--- src/rtl/instr_mem_loader.sv ---
// Streams big-endian bytes into the instruction memory one word at a time and verifies a trailing XOR checksum.
// Holds the CPU in reset from start acceptance until a load that ends with a matching checksum.
module instr_mem_loader #(
    parameter int unsigned DEPTH  = 32,
    parameter int unsigned ADDR_W = 5
) (
    input  logic              clk_i,
    input  logic              rst_i,
    input  logic              start_i,
    input  logic [ADDR_W:0]   len_i,
    input  logic              byte_valid_i,
    input  logic [7:0]        byte_data_i,
    output logic              byte_ready_o,
    output logic              mem_we_o,
    output logic [31:0]       mem_addr_o,
    output logic [31:0]       mem_data_o,
    output logic              cpu_rst_n_o,
    output logic              busy_o,
    output logic              done_o,
    output logic              err_o
);
    localparam int unsigned      LEN_W   = ADDR_W + 1;
    localparam logic [LEN_W-1:0] MAX_LEN = LEN_W'(DEPTH);

    typedef enum logic [2:0] {
        S_IDLE,
        S_RECV,
        S_WRITE,
        S_CHECK,
        S_DONE
    } state_t;

    state_t           state_q, state_d;
    logic [LEN_W-1:0] len_q, len_d;
    logic [LEN_W-1:0] idx_q, idx_d;
    logic [1:0]       bcnt_q, bcnt_d;
    logic [31:0]      word_q, word_d;
    logic [7:0]       csum_q, csum_d;
    logic             ready_d, we_d, cpu_rst_n_d, busy_d, done_d, err_d;
    logic [31:0]      addr_d, data_d;
    logic             xfer;

    assign xfer = byte_valid_i && byte_ready_o;

    // State, datapath and registered outputs
    always_ff @(posedge clk_i) begin
        if (rst_i) begin
            state_q      <= S_IDLE;
            len_q        <= '0;
            idx_q        <= '0;
            bcnt_q       <= '0;
            word_q       <= '0;
            csum_q       <= '0;
            byte_ready_o <= 1'b0;
            mem_we_o     <= 1'b0;
            mem_addr_o   <= '0;
            mem_data_o   <= '0;
            cpu_rst_n_o  <= 1'b0;
            busy_o       <= 1'b0;
            done_o       <= 1'b0;
            err_o        <= 1'b0;
        end else begin
            state_q      <= state_d;
            len_q        <= len_d;
            idx_q        <= idx_d;
            bcnt_q       <= bcnt_d;
            word_q       <= word_d;
            csum_q       <= csum_d;
            byte_ready_o <= ready_d;
            mem_we_o     <= we_d;
            mem_addr_o   <= addr_d;
            mem_data_o   <= data_d;
            cpu_rst_n_o  <= cpu_rst_n_d;
            busy_o       <= busy_d;
            done_o       <= done_d;
            err_o        <= err_d;
        end
    end

    // Next-state and next-output logic
    always_comb begin
        state_d     = state_q;
        len_d       = len_q;
        idx_d       = idx_q;
        bcnt_d      = bcnt_q;
        word_d      = word_q;
        csum_d      = csum_q;
        we_d        = 1'b0;
        addr_d      = mem_addr_o;
        data_d      = mem_data_o;
        cpu_rst_n_d = cpu_rst_n_o;
        done_d      = 1'b0;
        err_d       = err_o;

        unique case (state_q)
            S_IDLE: begin
                if (start_i) begin
                    len_d       = (len_i > MAX_LEN) ? MAX_LEN : len_i;
                    idx_d       = '0;
                    bcnt_d      = '0;
                    csum_d      = '0;
                    err_d       = 1'b0;
                    cpu_rst_n_d = 1'b0;
                    state_d     = (len_i == '0) ? S_CHECK : S_RECV;
                end
            end
            S_RECV: begin
                if (xfer) begin
                    word_d = {word_q[23:0], byte_data_i};
                    csum_d = csum_q ^ byte_data_i;
                    bcnt_d = 2'(bcnt_q + 2'd1);
                    if (bcnt_q == 2'd3) begin
                        state_d = S_WRITE;
                        we_d    = 1'b1;
                        addr_d  = 32'({idx_q[ADDR_W-1:0], 2'b00});
                        data_d  = word_d;
                    end
                end
            end
            S_WRITE: begin
                idx_d   = idx_q + LEN_W'(1);
                state_d = (idx_d == len_q) ? S_CHECK : S_RECV;
            end
            S_CHECK: begin
                if (xfer) begin
                    err_d   = (byte_data_i != csum_q);
                    done_d  = 1'b1;
                    state_d = S_DONE;
                end
            end
            S_DONE: begin
                if (!err_o) cpu_rst_n_d = 1'b1;
                state_d = S_IDLE;
            end
            default: state_d = S_IDLE;
        endcase

        // Ready and busy are registered, so they follow the state being entered
        ready_d = (state_d == S_RECV) || (state_d == S_CHECK);
        busy_d  = (state_d != S_IDLE);
    end

endmodule

--- config.mk ---
export PLATFORM = sky130hd
export DESIGN_NAME = instr_mem_loader
export DESIGN_NICKNAME = d
export VERILOG_FILES = /design/src/rtl/instr_mem_loader.sv
export SDC_FILE = /design/constraint.sdc
export NUM_CORES = 1
export LEC_CHECK = 0
export CAP_MARGIN = 20
export CORE_UTILIZATION = 50
export CTS_CLUSTER_DIAMETER = 40
export DETAILED_ROUTE_END_ITERATION = 16
export GPL_ROUTABILITY_DRIVEN = 0
export PLACE_DENSITY = 0.8
export SYNTH_ARGS = -nofsm -noshare
export SYNTH_HDL_FRONTEND = slang
export SYNTH_SLANG_ARGS = --single-unit
export TNS_END_PERCENT = 50
--- constraint.sdc ---
create_clock -name clk_i -period 1.82 [get_ports clk_i]
set_input_delay 0.182 -clock clk_i [delete_from_list [all_inputs] [get_ports clk_i]]
set_output_delay 0.182 -clock clk_i [all_outputs]
set_load 0.05 [all_outputs]
==> results of run 1 <==
==> stage by stage <==
stage	util (%)	instances	setup slack (ns)	hold WS (ns)
2_1_floorplan	-	507	0.0463	0.318
3_3_place_gp	60.7	625	0.166	0.444
3_5_place_dp	60.7	625	0.118	0.447
4_1_cts	63.2	641	0.0695	0.195
5_1_grt	63.3	641	0.0150	0.232
6_report	63.3	641	0.0817	0.207
==> layout make-up <==
type / instances / area (um^2) / share of cell area, %
sequential: 92 / 1840 / 39.5
multi-input combinational: 356 / 1760 / 37.7
timing repair buffer: 77 / 748 / 16.0
clock buffer: 9 / 124 / 2.65
tap: 99 / 124 / 2.65
clock inverter: 7 / 65.1 / 1.39
inverter: 1 / 3.75 / 0.0804
==> cells by family (layout without fill, tap and decap cells) <==
kind of cell	count (synthesis)	count (layout)
AO/OA/AOI/OAI	108	108
AND/OR/NAND/NOR	201	201
other	1	27
XOR/XNOR	18	18
flip-flops	92	92
adder cells (fa/ha/maj)	2	2
buffers and inverters	59	94
==> flip-flops by register name, summed over array words and instances, names as in the netlist, 2 cells and up <==
signal      cells
bcnt_q          2
csum_q          8
idx_q           6
len_q           6
mem_addr_o      5
mem_data_o     32
state_q         3
word_q         24
==> repair_timing <==
| item | in CTS | in global routing |
|---|---|---|
| gates resized for setup | 0 | 1 |
| endpoints found under the setup margin | 0 | 37 |
| hold buffers | 0 | 0 |
==> worst max path at each step <==
stage                  startpoint              to  slack (ns)  cells past startpoint
global route           state_q[0]   mem_data_o[6]        0.02                      5
CTS                         err_o           err_o        0.07                      1
finish              mem_data_o[0]   mem_data_o[0]        0.08                      1
detailed placement   byte_valid_i   mem_data_o[6]        0.12                      6
floorplan            byte_ready_o   mem_data_o[0]        0.05                      7
global placement     byte_valid_i  mem_data_o[27]        0.17                      6
==> per-layer routing <==
metal	vias up	track usage, %	wire [um]
li1	1649	-	-
met1	1534	26.1	3730
met2	88	37.0	4130
met3	8	3.55	378
met4	0	7.93	89
met5	-	0	0
==> power by group through the flow <==
stage                     Sequential, W  Combinational, W  Clock, W
after global placement          0.00209          0.000355         0
after floorplan                 0.00210          0.000291         0
after CTS                       0.00205          0.000360   0.00134
after detailed placement        0.00209          0.000358         0
after global routing            0.00205          0.000388   0.00141
final                           0.00205          0.000363   0.00132
==> cell usage in the layout, fill, tap and decap left out, types with 2 or more instances in the layout <==
cell | Yosys | routed
nand2_1 | 136 | 136
dfxtp_1 | 92 | 92
conb_1 | 1 | 27
inv_6 | 0 | 2
and3_1 | 2 | 2
or3_1 | 3 | 3
nand3b_1 | 14 | 14
nor2_1 | 19 | 19
a31oi_1 | 3 | 3
o21ai_0 | 15 | 15
nor3_1 | 4 | 4
inv_8 | 0 | 3
a21oi_1 | 87 | 87
xnor2_1 | 8 | 8
ha_1 | 2 | 2
clkbuf_8 | 0 | 9
buf_12 | 0 | 2
xor2_1 | 10 | 10
buf_4 | 31 | 15
nand3_1 | 7 | 7
nor4_1 | 4 | 4
clkdlybuf4s50_1 | 0 | 59
or3b_1 | 4 | 4
==> flow_metrics.env, run 1 <==
export IMPL_drcViolationCount=0
export IMPL_antenna_cells=0
export IMPL_clock_sinks=92
export IMPL_synth_most_common_cell="nand2_1"
export IMPL_die_x_um=90.0
export IMPL_r2r_cells=3
export IMPL_nets=557
export IMPL_power_density_nw_per_um2=798
export IMPL_comb_power_share_pct=9.7
export IMPL_synthMuxAreaShare_pct=0
export IMPL_nFillCells=625
export IMPL_grt_usage_pct=21.2
export IMPL_syn_inst=481
export IMPL_drv_slew=0
export IMPL_cts_root_buf="clkbuf_8"
export IMPL_synth_largest_area_cell="dfxtp_1"
export IMPL_hold_viol_final=0
export IMPL_synthTopCellsByArea="dfxtp_1 (48%), nand2_1 (13%), a21oi_1 (11%)"
export IMPL_ys_flop_type="dfxtp_1"
export IMPL_fp_row_count=31
export IMPL_rr_startpoint="state_q[1]"
export IMPL_design_area_um2=4670
export IMPL_grt_overflow_total=0
export IMPL_seqPwrFrac_pct=54.9
export IMPL_grt_max_degree=87
export IMPL_antenna_found_initial=0
export IMPL_cts_setup_buffers=0
export IMPL_die_area_um2=8110
export IMPL_synth_area_um2=3880
export IMPL_cellInternalPower_w=0.00267
export IMPL_leakage_nw=1.65
export IMPL_path_class="reg -> out"
export IMPL_netlist_top_cells_count="nand2_1 (136), dfxtp_1 (92), a21oi_1 (87), buf_4 (31), nor2_1 (19)"
export IMPL_cts_clk_slew_worst_paths_ns=0.09
export IMPL_hold_start="rst_i"
export IMPL_htree_levels=3
export IMPL_tritoncts="done"
export IMPL_grt_first_pass_wirelength_mm=14.2
export IMPL_synthXorXnorAreaFrac_pct=4.07
export IMPL_slew_headroom_pct=43.7
export IMPL_drv_cap=0
export IMPL_yosysUniqueCellTypes=35
export IMPL_routedWlPerCell_um=13.0
export IMPL_critPathCaptureType="output port"
export IMPL_synthArstFlopShare_pct=0
export IMPL_dp_hpwl_mm=5.54
export IMPL_power_switching_w=0.00106
export IMPL_avgViaCountPerCell=5.12
export IMPL_crit_fanout=2
export IMPL_syn_to_final_growth_pct=20.4
export IMPL_drt_iter0_markers=212
export IMPL_worst_slew_pin_slew_ns=0.844
export IMPL_post_route_period_util_pct=95.5
export IMPL_die_h_um=90.0
export IMPL_fin_tns_setup_ns=0
export IMPL_avgSynthCellArea_um2=8.06
export IMPL_synthAdderAreaFrac_pct=0.646
export IMPL_worst_path_dominant_cell_family="buffers and inverters"
export IMPL_critPathMaxStageDelay_ns=0.82
export IMPL_critPathArrivalTime_ns=1.56
export IMPL_layout_drive_gt1_share_pct=7.38
export IMPL_synthSimpleGateAreaFrac_pct=23.6
export IMPL_routed_wl_mm=8.33
export IMPL_cp_required_ns=1.64
export IMPL_slowest_stage="clkdlybuf4s50_1"
export IMPL_ys_seq_area_share_pct=47.5
export IMPL_whs_endpoint="state_q[2]"
export IMPL_synth_edf_count=0
export IMPL_placed_area_um2=4470
export IMPL_p_sw_share_pct=28.4
export IMPL_cp_buffers_inverters=1
export IMPL_final_min_clock_period_ns=1.74
export IMPL_r2r_end="idx_q[2]"
export IMPL_worst_r2r_setup_slack_ns=0.14
export IMPL_grt_pass1_vias=3090
export IMPL_ys_ff_latch=92
export IMPL_ir_drop_uv=452
export IMPL_clkLatencyLatePin_ns=0.36
export IMPL_grt_setup_unrepaired="false"
export IMPL_pin_count=88
export IMPL_outcome="finished, final reports clean"
export IMPL_synth_top_area_share_pct=47.5
export IMPL_fmax_mhz=575
export IMPL_setup_violations=0
export IMPL_synth_top_family_by_area="simple AND/OR/NAND/NOR gates"
export IMPL_clockBufferDepth=2
export IMPL_numCtsBuffers=9
export IMPL_holdPathStages=3
export IMPL_clkPwrFrac_pct=35.3
export IMPL_core_area_um2=7370
export IMPL_hold_class="in -> reg"
export IMPL_worstSetupStartpointType="flip-flop"
export IMPL_dr_pass1_iters=4
export IMPL_final_antenna_net_count=0
export IMPL_synth_compound_area_share_pct=14.3
export IMPL_num_vias=3279
export IMPL_portBuffers=60
export IMPL_start_util_pct=52.6
export IMPL_cp_cell_sequence="clkdlybuf4s50_1"
export IMPL_finalClockSkew_ns=0.00815
export IMPL_total_power_w=0.00372
export IMPL_ys_warn_count=0
Note: power is estimated with default switching activity, not from simulation.
==> inputs of run 2 (changes only) <==
CORE_UTILIZATION = 62   (was 50)
DONT_BUFFER_PORTS = 1   (was not set)
GPL_TIMING_DRIVEN = 0   (was not set)
PLACE_DENSITY = 0.78   (was 0.8)
==> run 2 against run 1 <==
  * First-iteration DRC count down 6.6%
  * Utilization increased by 11 points
  * Clock skew is 0.0053 ns higher
  * Wire length is 5.1% higher
  * Non-clock buffer count down 3
  * Critical path type is now reg -> reg
==> flow_metrics.env, run 2 (synthesis gave the netlist of run 1 again) <==
export IMPL_outcome="finished, final reports clean"
export IMPL_portBuffers=0
export IMPL_ir_drop_uv=554
export IMPL_grt_first_pass_wirelength_mm=13.4
export IMPL_tritoncts="done"
export IMPL_die_x_um=81.1
export IMPL_dr_pass1_iters=5
export IMPL_post_route_period_util_pct=98.3
export IMPL_largest_reg_flops=32
export IMPL_die_area_um2=6570
export IMPL_cp_buffers_inverters=3
export IMPL_slowest_stage="dfxtp_1"
export IMPL_worst_path_dominant_cell_family="buffers and inverters"
export IMPL_clock_sinks=92
export IMPL_die_h_um=81.1
export IMPL_cts_root_buf="clkbuf_8"
export IMPL_slew_headroom_pct=59.5
export IMPL_drcViolationCount=0
export IMPL_setup_violations=0
export IMPL_grt_pass1_vias=2875
export IMPL_drv_slew=0
export IMPL_worst_slew_pin_slew_ns=0.607
export IMPL_cp_cell_sequence="clkbuf_4 -> nor3b_4 -> nand3_1 -> buf_2 -> clkbuf_2 -> nand2_1 -> a21oi_1"
export IMPL_clkLatencyLatePin_ns=0.35
export IMPL_syn_to_final_growth_pct=15.0
export IMPL_num_vias=3252
export IMPL_path_class="reg -> reg"
export IMPL_mostFrequentLayoutCells="nand2_1 (136), dfxtp_1 (91), a21oi_1 (86), buf_4 (34), conb_1 (27)"
export IMPL_drv_cap=0
export IMPL_clockBufferDepth=2
export IMPL_hold_viol_final=0
export IMPL_power_density_nw_per_um2=857
export IMPL_critPathMaxStageDelay_ns=0.33
export IMPL_antenna_found_initial=0
export IMPL_grt_setup_unrepaired="true"
export IMPL_finalClockSkew_ns=0.0134
export IMPL_max_flop_register="mem_data_o"
export IMPL_routedWlPerCell_um=14.3
export IMPL_fmax_mhz=559
export IMPL_core_area_um2=5990
export IMPL_critPathCaptureType="flip-flop"
export IMPL_final_antenna_net_count=0
export IMPL_routed_wl_met2_mm=4.08
export IMPL_cp_required_ns=2.04
export IMPL_fp_row_count=28
export IMPL_avgViaCountPerCell=5.30
export IMPL_grt_max_degree=17
export IMPL_nets=554
export IMPL_worstSetupStartpointType="flip-flop"
export IMPL_hold_class="in -> reg"
export IMPL_grt_overflow_total=0
export IMPL_drt_iter0_markers=198
export IMPL_design_area_um2=4460
export IMPL_crit_fanout=10
export IMPL_leakage_nw=1.67
export IMPL_dp_hpwl_mm=5.86
export IMPL_cts_clk_slew_worst_paths_ns=0.09
export IMPL_wl_met3_um=606
export IMPL_layout_drive_gt1_share_pct=12.6
export IMPL_routed_wl_mm=8.76
export IMPL_antenna_cells=0
export IMPL_top_layer_used="met4"
export IMPL_critPathArrivalTime_ns=2.01
export IMPL_pin_count=88
export IMPL_wirelength_met1_mm=3.92
export IMPL_mostFrequentLayoutCell="nand2_1"
export IMPL_biggestRegsByFlops="mem_data_o (32), word_q (24), csum_q (8)"
export IMPL_total_power_w=0.00382
export IMPL_final_min_clock_period_ns=1.79
export IMPL_numCtsBuffers=9
export IMPL_start_util_pct=64.7
export IMPL_grt_usage_pct=27.1
export IMPL_placed_area_um2=4070
export IMPL_htree_levels=3
## run 2: layout make-up
| class | count | area [um^2] |
|---|---|---|
| sequential | 92 | 1850 |
| multi-input combinational | 356 | 1760 |
| fill | 471 | 1530 |
| buffer | 57 | 385 |
| timing repair buffer | 17 | 165 |
| clock buffer | 10 | 128 |
| tap | 75 | 93.8 |
| clock inverter | 6 | 71.3 |
| inverter | 1 | 3.75 |
## run 2: layer usage
layer | global-route usage [%] | vias up
met2 | 42.2 | 107
met4 | 10.9 | 0
met1 | 35.8 | 1492
met3 | 6.74 | 13
li1 | - | 1640
met5 | 0 | -
## run 2: path summary, 6_finish.rpt
path | depth (start not counted) | endpoint | slack [ns] | startpoint
worst max-delay path | 7 | mem_data_o[7] | 0.03 | state_q[0]
worst min register to register | 2 | word_q[21] | 0.46 | word_q[21]
worst min-delay path | 3 | cpu_rst_n_o | 0.02 | start_i
worst max register to register | 7 | mem_data_o[7] | 0.03 | state_q[0]
## run 2: per-stage QoR
stage / utilization (%) / TNS (ns) / hold WS (ns) / instances / setup slack, ns
floorplan: - / 0 / 0.318 / 507 / 0.0463
global placement: 67.9 / -7.40 / 0.320 / 582 / -0.260
detailed placement: 67.9 / -9.32 / 0.326 / 582 / -0.289
CTS: 73.7 / 0 / 0.00111 / 612 / 0.0416
global route: 74.4 / -0.301 / 0.0148 / 614 / -0.0364
finish: 74.4 / 0 / 0.0233 / 614 / 0.0315
## run 2: what timing repair did
| action | in CTS | in global routing |
|---|---|---|
| gates resized for setup | 5 | 9 |
| hold buffers | 14 | 1 |
| endpoints found under the setup margin | 60 | 47 |
| endpoints found under the hold margin | 30 | 1 |
| setup buffers | 0 | 2 |
| pin swaps | 0 | 1 |
| gates cloned | 0 | 0 |
## run 2: tightest hold or removal path, delay by kind of cell
family | cells | cell delay [ns]
and+or+nand+nor | 2 | 0.08
AOI/OAI and AO/OA | 1 | 0.06
## run 2: where the power goes
group / switching (W) / internal, W / total (W)
Clock: 0.000736 / 0.000651 / 0.00139
Combinational: 0.000258 / 0.000121 / 0.000379
Sequential: 0.0000255 / 0.00203 / 0.00206
